--- config.mk ---
export PLATFORM = sky130hd
export DESIGN_NAME = pwm_gen_flat
export DESIGN_NICKNAME = d
export VERILOG_FILES = /design/src/rtl/pwm_pkg.sv /design/src/rtl/pwm_if.sv /design/src/rtl/pwm_prescaler.sv /design/src/rtl/pwm_gen.sv /design/src/flat_wrapper.sv
export SDC_FILE = /design/constraint.sdc
export NUM_CORES = 1
export LEC_CHECK = 0
export ABC_AREA = 1
export CAP_MARGIN = 30
export CORE_MARGIN = 2
export CORE_UTILIZATION = 55
export DETAILED_ROUTE_END_ITERATION = 10
export GPL_TIMING_DRIVEN = 0
export PLACE_DENSITY = 0.77
export SYNTH_ARGS = -nofsm -noshare
export SYNTH_HDL_FRONTEND = slang
export SYNTH_HIERARCHICAL = 1
export SYNTH_SLANG_ARGS = --single-unit
--- constraint.sdc ---
create_clock -name clk -period 4.61 [get_ports clk]
set_input_delay 0.922 -clock clk [delete_from_list [all_inputs] [get_ports clk]]
set_output_delay 0.922 -clock clk [all_outputs]
set_load 0.02 [all_outputs]
--- src/rtl/pwm_pkg.sv ---
// Shared constants for the PWM generator: register map and parameter sanity check.
package pwm_pkg;

  localparam int ADDR_PERIOD   = 0;
  localparam int ADDR_PRESCALE = 1;
  localparam int ADDR_INVERT   = 2;
  localparam int ADDR_DUTY0    = 3;

  // True when every channel's duty register has an address in the map.
  function automatic bit addr_fits(input int addr_bits, input int channels);
    return (ADDR_DUTY0 + channels) <= (1 << addr_bits);
  endfunction

endpackage

--- src/rtl/pwm_if.sv ---
// Write-strobe register port from the CPU-side bus into the PWM generator.
interface pwm_if #(
  parameter int ADDR_BITS = 4,
  parameter int WIDTH     = 16
);
  logic                 wr;
  logic [ADDR_BITS-1:0] addr;
  logic [WIDTH-1:0]     wdata;

  modport master (output wr, addr, wdata);
  modport slave  (input  wr, addr, wdata);
endinterface

--- src/rtl/pwm_prescaler.sv ---
// Clock divider producing a one-cycle tick every prescale+1 clocks while enabled.
module pwm_prescaler #(
  parameter int PRESCALER_BITS = 8
) (
  input  logic                      clk,
  input  logic                      nreset,
  input  logic                      enable,
  input  logic [PRESCALER_BITS-1:0] prescale,
  output logic                      tick
);

  logic [PRESCALER_BITS-1:0] pre_cnt_reg;
  logic [PRESCALER_BITS-1:0] pre_cnt_next;

  always_comb begin
    tick         = enable && (pre_cnt_reg == prescale);
    pre_cnt_next = pre_cnt_reg + PRESCALER_BITS'(1);
    if (!enable || tick) begin
      pre_cnt_next = '0;
    end
  end

  always_ff @(posedge clk) begin
    if (!nreset) begin
      pre_cnt_reg <= '0;
    end else begin
      pre_cnt_reg <= pre_cnt_next;
    end
  end

endmodule

--- src/rtl/pwm_gen.sv ---
// Multi-channel PWM generator: shared prescaled counter, per-channel duty and
// polarity, shadow registers committed glitch-free at the period wrap.
module pwm_gen
  import pwm_pkg::*;
#(
  parameter int CHANNELS       = 2,
  parameter int WIDTH          = 16,
  parameter int PRESCALER_BITS = 8,
  parameter int ADDR_BITS      = 4
) (
  input  logic                clk,
  input  logic                nreset,
  input  logic                enable,
  pwm_if.slave                bus,
  output logic [CHANNELS-1:0] pwm_out,
  output logic                period_end
);

  localparam bit CFG_OK = addr_fits(ADDR_BITS, CHANNELS);

  generate
    if (!CFG_OK) begin : g_cfg_error
      $error("pwm_gen: 3+CHANNELS exceeds the ADDR_BITS address space");
    end
  endgenerate

  logic [WIDTH-1:0]          shadow_period_reg, shadow_period_next, active_period_reg;
  logic [PRESCALER_BITS-1:0] shadow_prescale_reg, shadow_prescale_next, active_prescale_reg;
  logic [CHANNELS-1:0]       shadow_invert_reg, shadow_invert_next, active_invert_reg;
  logic [WIDTH-1:0]          cnt_reg, cnt_next;
  logic [CHANNELS-1:0]       pwm_out_reg, pwm_next;
  logic                      period_end_reg;
  logic                      tick, wrap, load_active;

  pwm_prescaler #(
    .PRESCALER_BITS(PRESCALER_BITS)
  ) u_prescaler (
    .clk      (clk),
    .nreset   (nreset),
    .enable   (enable),
    .prescale (active_prescale_reg),
    .tick     (tick)
  );

  // The *_next shadow values already contain this cycle's write, so loading
  // active copies from them gives the same-cycle bypass for free.
  always_comb begin
    shadow_period_next   = shadow_period_reg;
    shadow_prescale_next = shadow_prescale_reg;
    shadow_invert_next   = shadow_invert_reg;
    if (bus.wr) begin
      if (bus.addr == ADDR_BITS'(ADDR_PERIOD)) begin
        shadow_period_next = bus.wdata;
      end
      if (bus.addr == ADDR_BITS'(ADDR_PRESCALE)) begin
        shadow_prescale_next = bus.wdata[PRESCALER_BITS-1:0];
      end
      if (bus.addr == ADDR_BITS'(ADDR_INVERT)) begin
        shadow_invert_next = bus.wdata[CHANNELS-1:0];
      end
    end
  end

  always_comb begin
    wrap        = (cnt_reg == active_period_reg);
    load_active = !enable || (tick && wrap);
    cnt_next    = cnt_reg;
    if (!enable) begin
      cnt_next = '0;
    end else if (tick) begin
      cnt_next = wrap ? '0 : cnt_reg + WIDTH'(1);
    end
  end

  always_ff @(posedge clk) begin
    if (!nreset) begin
      shadow_period_reg   <= '0;
      shadow_prescale_reg <= '0;
      shadow_invert_reg   <= '0;
      active_period_reg   <= '0;
      active_prescale_reg <= '0;
      active_invert_reg   <= '0;
      cnt_reg             <= '0;
      pwm_out_reg         <= '0;
      period_end_reg      <= 1'b0;
    end else begin
      shadow_period_reg   <= shadow_period_next;
      shadow_prescale_reg <= shadow_prescale_next;
      shadow_invert_reg   <= shadow_invert_next;
      if (load_active) begin
        active_period_reg   <= shadow_period_next;
        active_prescale_reg <= shadow_prescale_next;
        active_invert_reg   <= shadow_invert_next;
      end
      cnt_reg        <= cnt_next;
      pwm_out_reg    <= pwm_next;
      period_end_reg <= tick && wrap;
    end
  end

  genvar gi;
  generate
    for (gi = 0; gi < CHANNELS; gi++) begin : g_chan
      logic [WIDTH-1:0] shadow_duty_reg, shadow_duty_next, active_duty_reg;

      always_comb begin
        shadow_duty_next = shadow_duty_reg;
        if (bus.wr && (bus.addr == ADDR_BITS'(ADDR_DUTY0 + gi))) begin
          shadow_duty_next = bus.wdata;
        end
      end

      always_ff @(posedge clk) begin
        if (!nreset) begin
          shadow_duty_reg <= '0;
          active_duty_reg <= '0;
        end else begin
          shadow_duty_reg <= shadow_duty_next;
          if (load_active) begin
            active_duty_reg <= shadow_duty_next;
          end
        end
      end

      assign pwm_next[gi] = enable ? ((cnt_reg < active_duty_reg) ^ active_invert_reg[gi])
                                   : active_invert_reg[gi];
    end
  endgenerate

  assign pwm_out    = pwm_out_reg;
  assign period_end = period_end_reg;

endmodule
--- src/flat_wrapper.sv ---
// flat-port wrapper written by rule: the top's interface ports become plain ports
module pwm_gen_flat import pwm_pkg::*;
#(
  parameter int CHANNELS       = 2,
  parameter int WIDTH          = 16,
  parameter int PRESCALER_BITS = 8,
  parameter int ADDR_BITS      = 4
)
  (clk, nreset, enable, pwm_out, period_end, bus_wr, bus_addr, bus_wdata);
  pwm_if #(.ADDR_BITS(ADDR_BITS), .WIDTH(WIDTH)) bus_i ();
  input  logic clk;
  input  logic nreset;
  input  logic enable;
  output logic [CHANNELS-1:0] pwm_out;
  output logic period_end;
  input wire logic [$bits(bus_i.wr)-1:0] bus_wr;
  input wire logic [$bits(bus_i.addr)-1:0] bus_addr;
  input wire logic [$bits(bus_i.wdata)-1:0] bus_wdata;
  assign bus_i.wr = bus_wr;
  assign bus_i.addr = bus_addr;
  assign bus_i.wdata = bus_wdata;
  pwm_gen #(.CHANNELS(CHANNELS), .WIDTH(WIDTH), .PRESCALER_BITS(PRESCALER_BITS), .ADDR_BITS(ADDR_BITS)) u_core (.clk(clk), .nreset(nreset), .enable(enable), .bus(bus_i), .pwm_out(pwm_out), .period_end(period_end));
endmodule
==> flow_summary.json <==
{
  "yosysMostFrequentCell": "nand2_1",
  "synthToLayoutAreaGrowth_pct": 14.62,
  "synth_top_family_by_area": "simple AND/OR/NAND/NOR gates",
  "worstSetupStartpointType": "input pin",
  "final_nets": 1220,
  "cts_tree": "done",
  "htreeDepth": 4,
  "drc": 0,
  "synth_xor_area_share_pct": 1.777,
  "drt-wirelength-per-cell_um": 13.83,
  "drt-initial-drc-count": 623,
  "diodes": 0,
  "yosys.area_share.adder_pct": 5.415,
  "num_rows": 42,
  "clock-sinks": 143,
  "fin_total_pwr_uw": 3005,
  "crit_required_ns": 4.94,
  "finalHoldViolCount": 0,
  "grt-ovfl-total": 0,
  "skew_ns": 0.01382,
  "min_period_over_period_pct": 60.67,
  "synth_compound_area_share_pct": 5.719,
  "synth_edf_count": 0,
  "grt_max_degree": 17,
  "grt_pass1_wl_um": 30370,
  "yosys.area.top_type": "dfxtp_1",
  "clockBufferDepth": 2,
  "grt_pass1_vias": 6020,
  "worstMarginPinSlew_ns": 0.6168,
  "slew_viol_final": 0,
  "io_pins": 27,
  "synth_sequential_area_ratio_pct": 38.71,
  "crit_fanout": 10,
  "endpoint_kind": "register",
  "synth-seq-cells": 143,
  "ctsHoldBuffers": 0,
  "yosys.area_share.simple_pct": 31.40,
  "netlist_area_mm2": 0.007395,
  "drt_first_pass_iters": 6,
  "path_clk_slew_ns": 0.06,
  "synthCells": 1119,
  "die_h_um": 120.0,
  "synth_nets": 1175,
  "maxCapViolations": 0,
  "gp_congestion": 0.9213,
  "multi_input_area_mm2": 0.003277,
  "regArea_mm2": 0.002863,
  "track_usage_pct": 27.33,
  "yosys_warnings": 6,
  "synth_top_area_share_pct": 38.71,
  "cts-root-buf": "clkbuf_16",
  "slew_headroom_pct": 58.88,
  "vias_per_cell": 4.881,
  "async_flop_share_pct": 0,
  "p_leak_uw": 0.004761,
  "synth_common_cells": "315 x nand2_1, 265 x inv_1, 143 x dfxtp_1",
  "wirelength_um": 18720,
  "io_buffers": 26,
  "netlist_top_cells_area": "dfxtp_1 39%, nand2_1 16%, inv_1 13%",
  "ant_nets": 0,
  "critPathKind": "in2reg",
  "cts_buffers": 17,
  "avgSynthCellArea_um2": 6.608,
  "antenna_found_initial": 1,
  "core_area_mm2": 0.01319,
  "worstPathArrival_ns": 3.13,
  "hp-class": "reg2reg",
  "power_density_mw_per_mm2": 354.6,
  "dp_hpwl_um": 13560,
  "rsz0062_at_grt": "false",
  "dieArea_mm2": 0.01439,
  "fillers": 1173,
  "post_synth_mux_area_share_pct": 0,
  "fp.dieW_um": 120.0,
  "post_cts_resized": 0,
  "final_layout_size_suffix_gt1_share_pct": 7.307,
  "initial_utilization_pct": 56.06,
  "outcome": "finished, final reports clean",
  "max_freq_mhz": 357.5,
  "vias": 6604,
  "fin_crit_ns": 2.797,
  "clk_latency_ns": 0.43,
  "irDropWorstVdd_uv": 285.3,
  "cts_setup_buffers": 0,
  "setup_viol": 0,
  "synth_cell_types": 31,
  "ys.flop_type": "dfxtp_1",
  "setup_tns_ns": 0
}
==> critical path: stages <==
cell and delay, ns:
clkdlybuf4s50_1 0.55, clkbuf_1 0.32, clkbuf_1 0.53, clkbuf_1 0.48, nand3_1 0.16, nand2_1 0.11, inv_1 0.04
==> layout make-up <==
cell class	instances	share of cell area (%)
clock inverters	11	1.535
well taps	176	2.598
inverters	271	12.00
repair buffers	26	3.071
flip-flops and latches	143	33.78
clock buffers	21	5.551
plain buffers	36	2.805
multi-input cells	669	38.66
==> metrics by stage <==
step | area [um2] | util (%) | cells | setup slack [ns] | hold slack [ns]
after floorplan | 7395 | - | 1119 | 2.498 | 0.4612
after global placement | 7875 | 59.70 | 1321 | 1.488 | 0.4885
after detailed placement | 7875 | 59.70 | 1321 | 1.453 | 0.4938
after CTS | 8476 | 64.26 | 1353 | 1.856 | 0.5091
after global routing | 8476 | 64.26 | 1353 | 1.716 | 0.5299
final | 8476 | 64.26 | 1353 | 1.813 | 0.5073
==> per-layer routing <==
metal	global-route usage, %	share of wire (%)	vias to the layer above
met1	36.54	45	2921
li1	-	-	3414
met4	10.00	2.7	0
met3	6.179	7.7	34
met2	43.25	44	235
met5	0	0	-
==> worst paths after layout <==
path                                                         from                                  end  slack [ns]  depth (start not counted)
worst max-delay path                                       enable  u_core/g_chan[0].active_duty_reg[6]        1.81                          7
worst min-delay path            u_core/u_prescaler/pre_cnt_reg[0]    u_core/u_prescaler/pre_cnt_reg[0]        0.51                          1
worst max register to register  u_core/u_prescaler/pre_cnt_reg[2]                    u_core/cnt_reg[8]        2.09                         11
worst min register to register  u_core/u_prescaler/pre_cnt_reg[0]    u_core/u_prescaler/pre_cnt_reg[0]        0.51                          1
==> logic make-up (layout without fill, tap and decap cells) <==
group | count (synthesis) | after routing
AO/OA/AOI/OAI | 83 | 83
XOR/XNOR | 15 | 15
adder cells (fa/ha/maj) | 32 | 32
buffers and inverters | 307 | 365
flip-flops | 143 | 143
AND/OR/NAND/NOR | 539 | 539
==> cells in the final DEF (no fill, tap or decap), types with 10 or more instances in the layout <==
master             n
buf_6             12
or2_2             10
nor3_1            13
nand2_1          315
inv_1            265
clkbuf_1          14
dfxtp_1          143
nand3_1           62
clkbuf_16         17
or2_1             16
xor2_1            10
nand3b_1          14
clkdlybuf4s50_1   26
nor2_2            10
a21oi_1           14
o21ai_0           49
nor2_1            87
ha_1              32
o21ai_1           17
==> power breakdown <==
part           switching, uW  leakage [uW]  internal, uW
logic                    196       0.00330           116
clock network            545      0.000294           845
registers               20.0       0.00117          1280
Power figures use the tool's default switching activity.
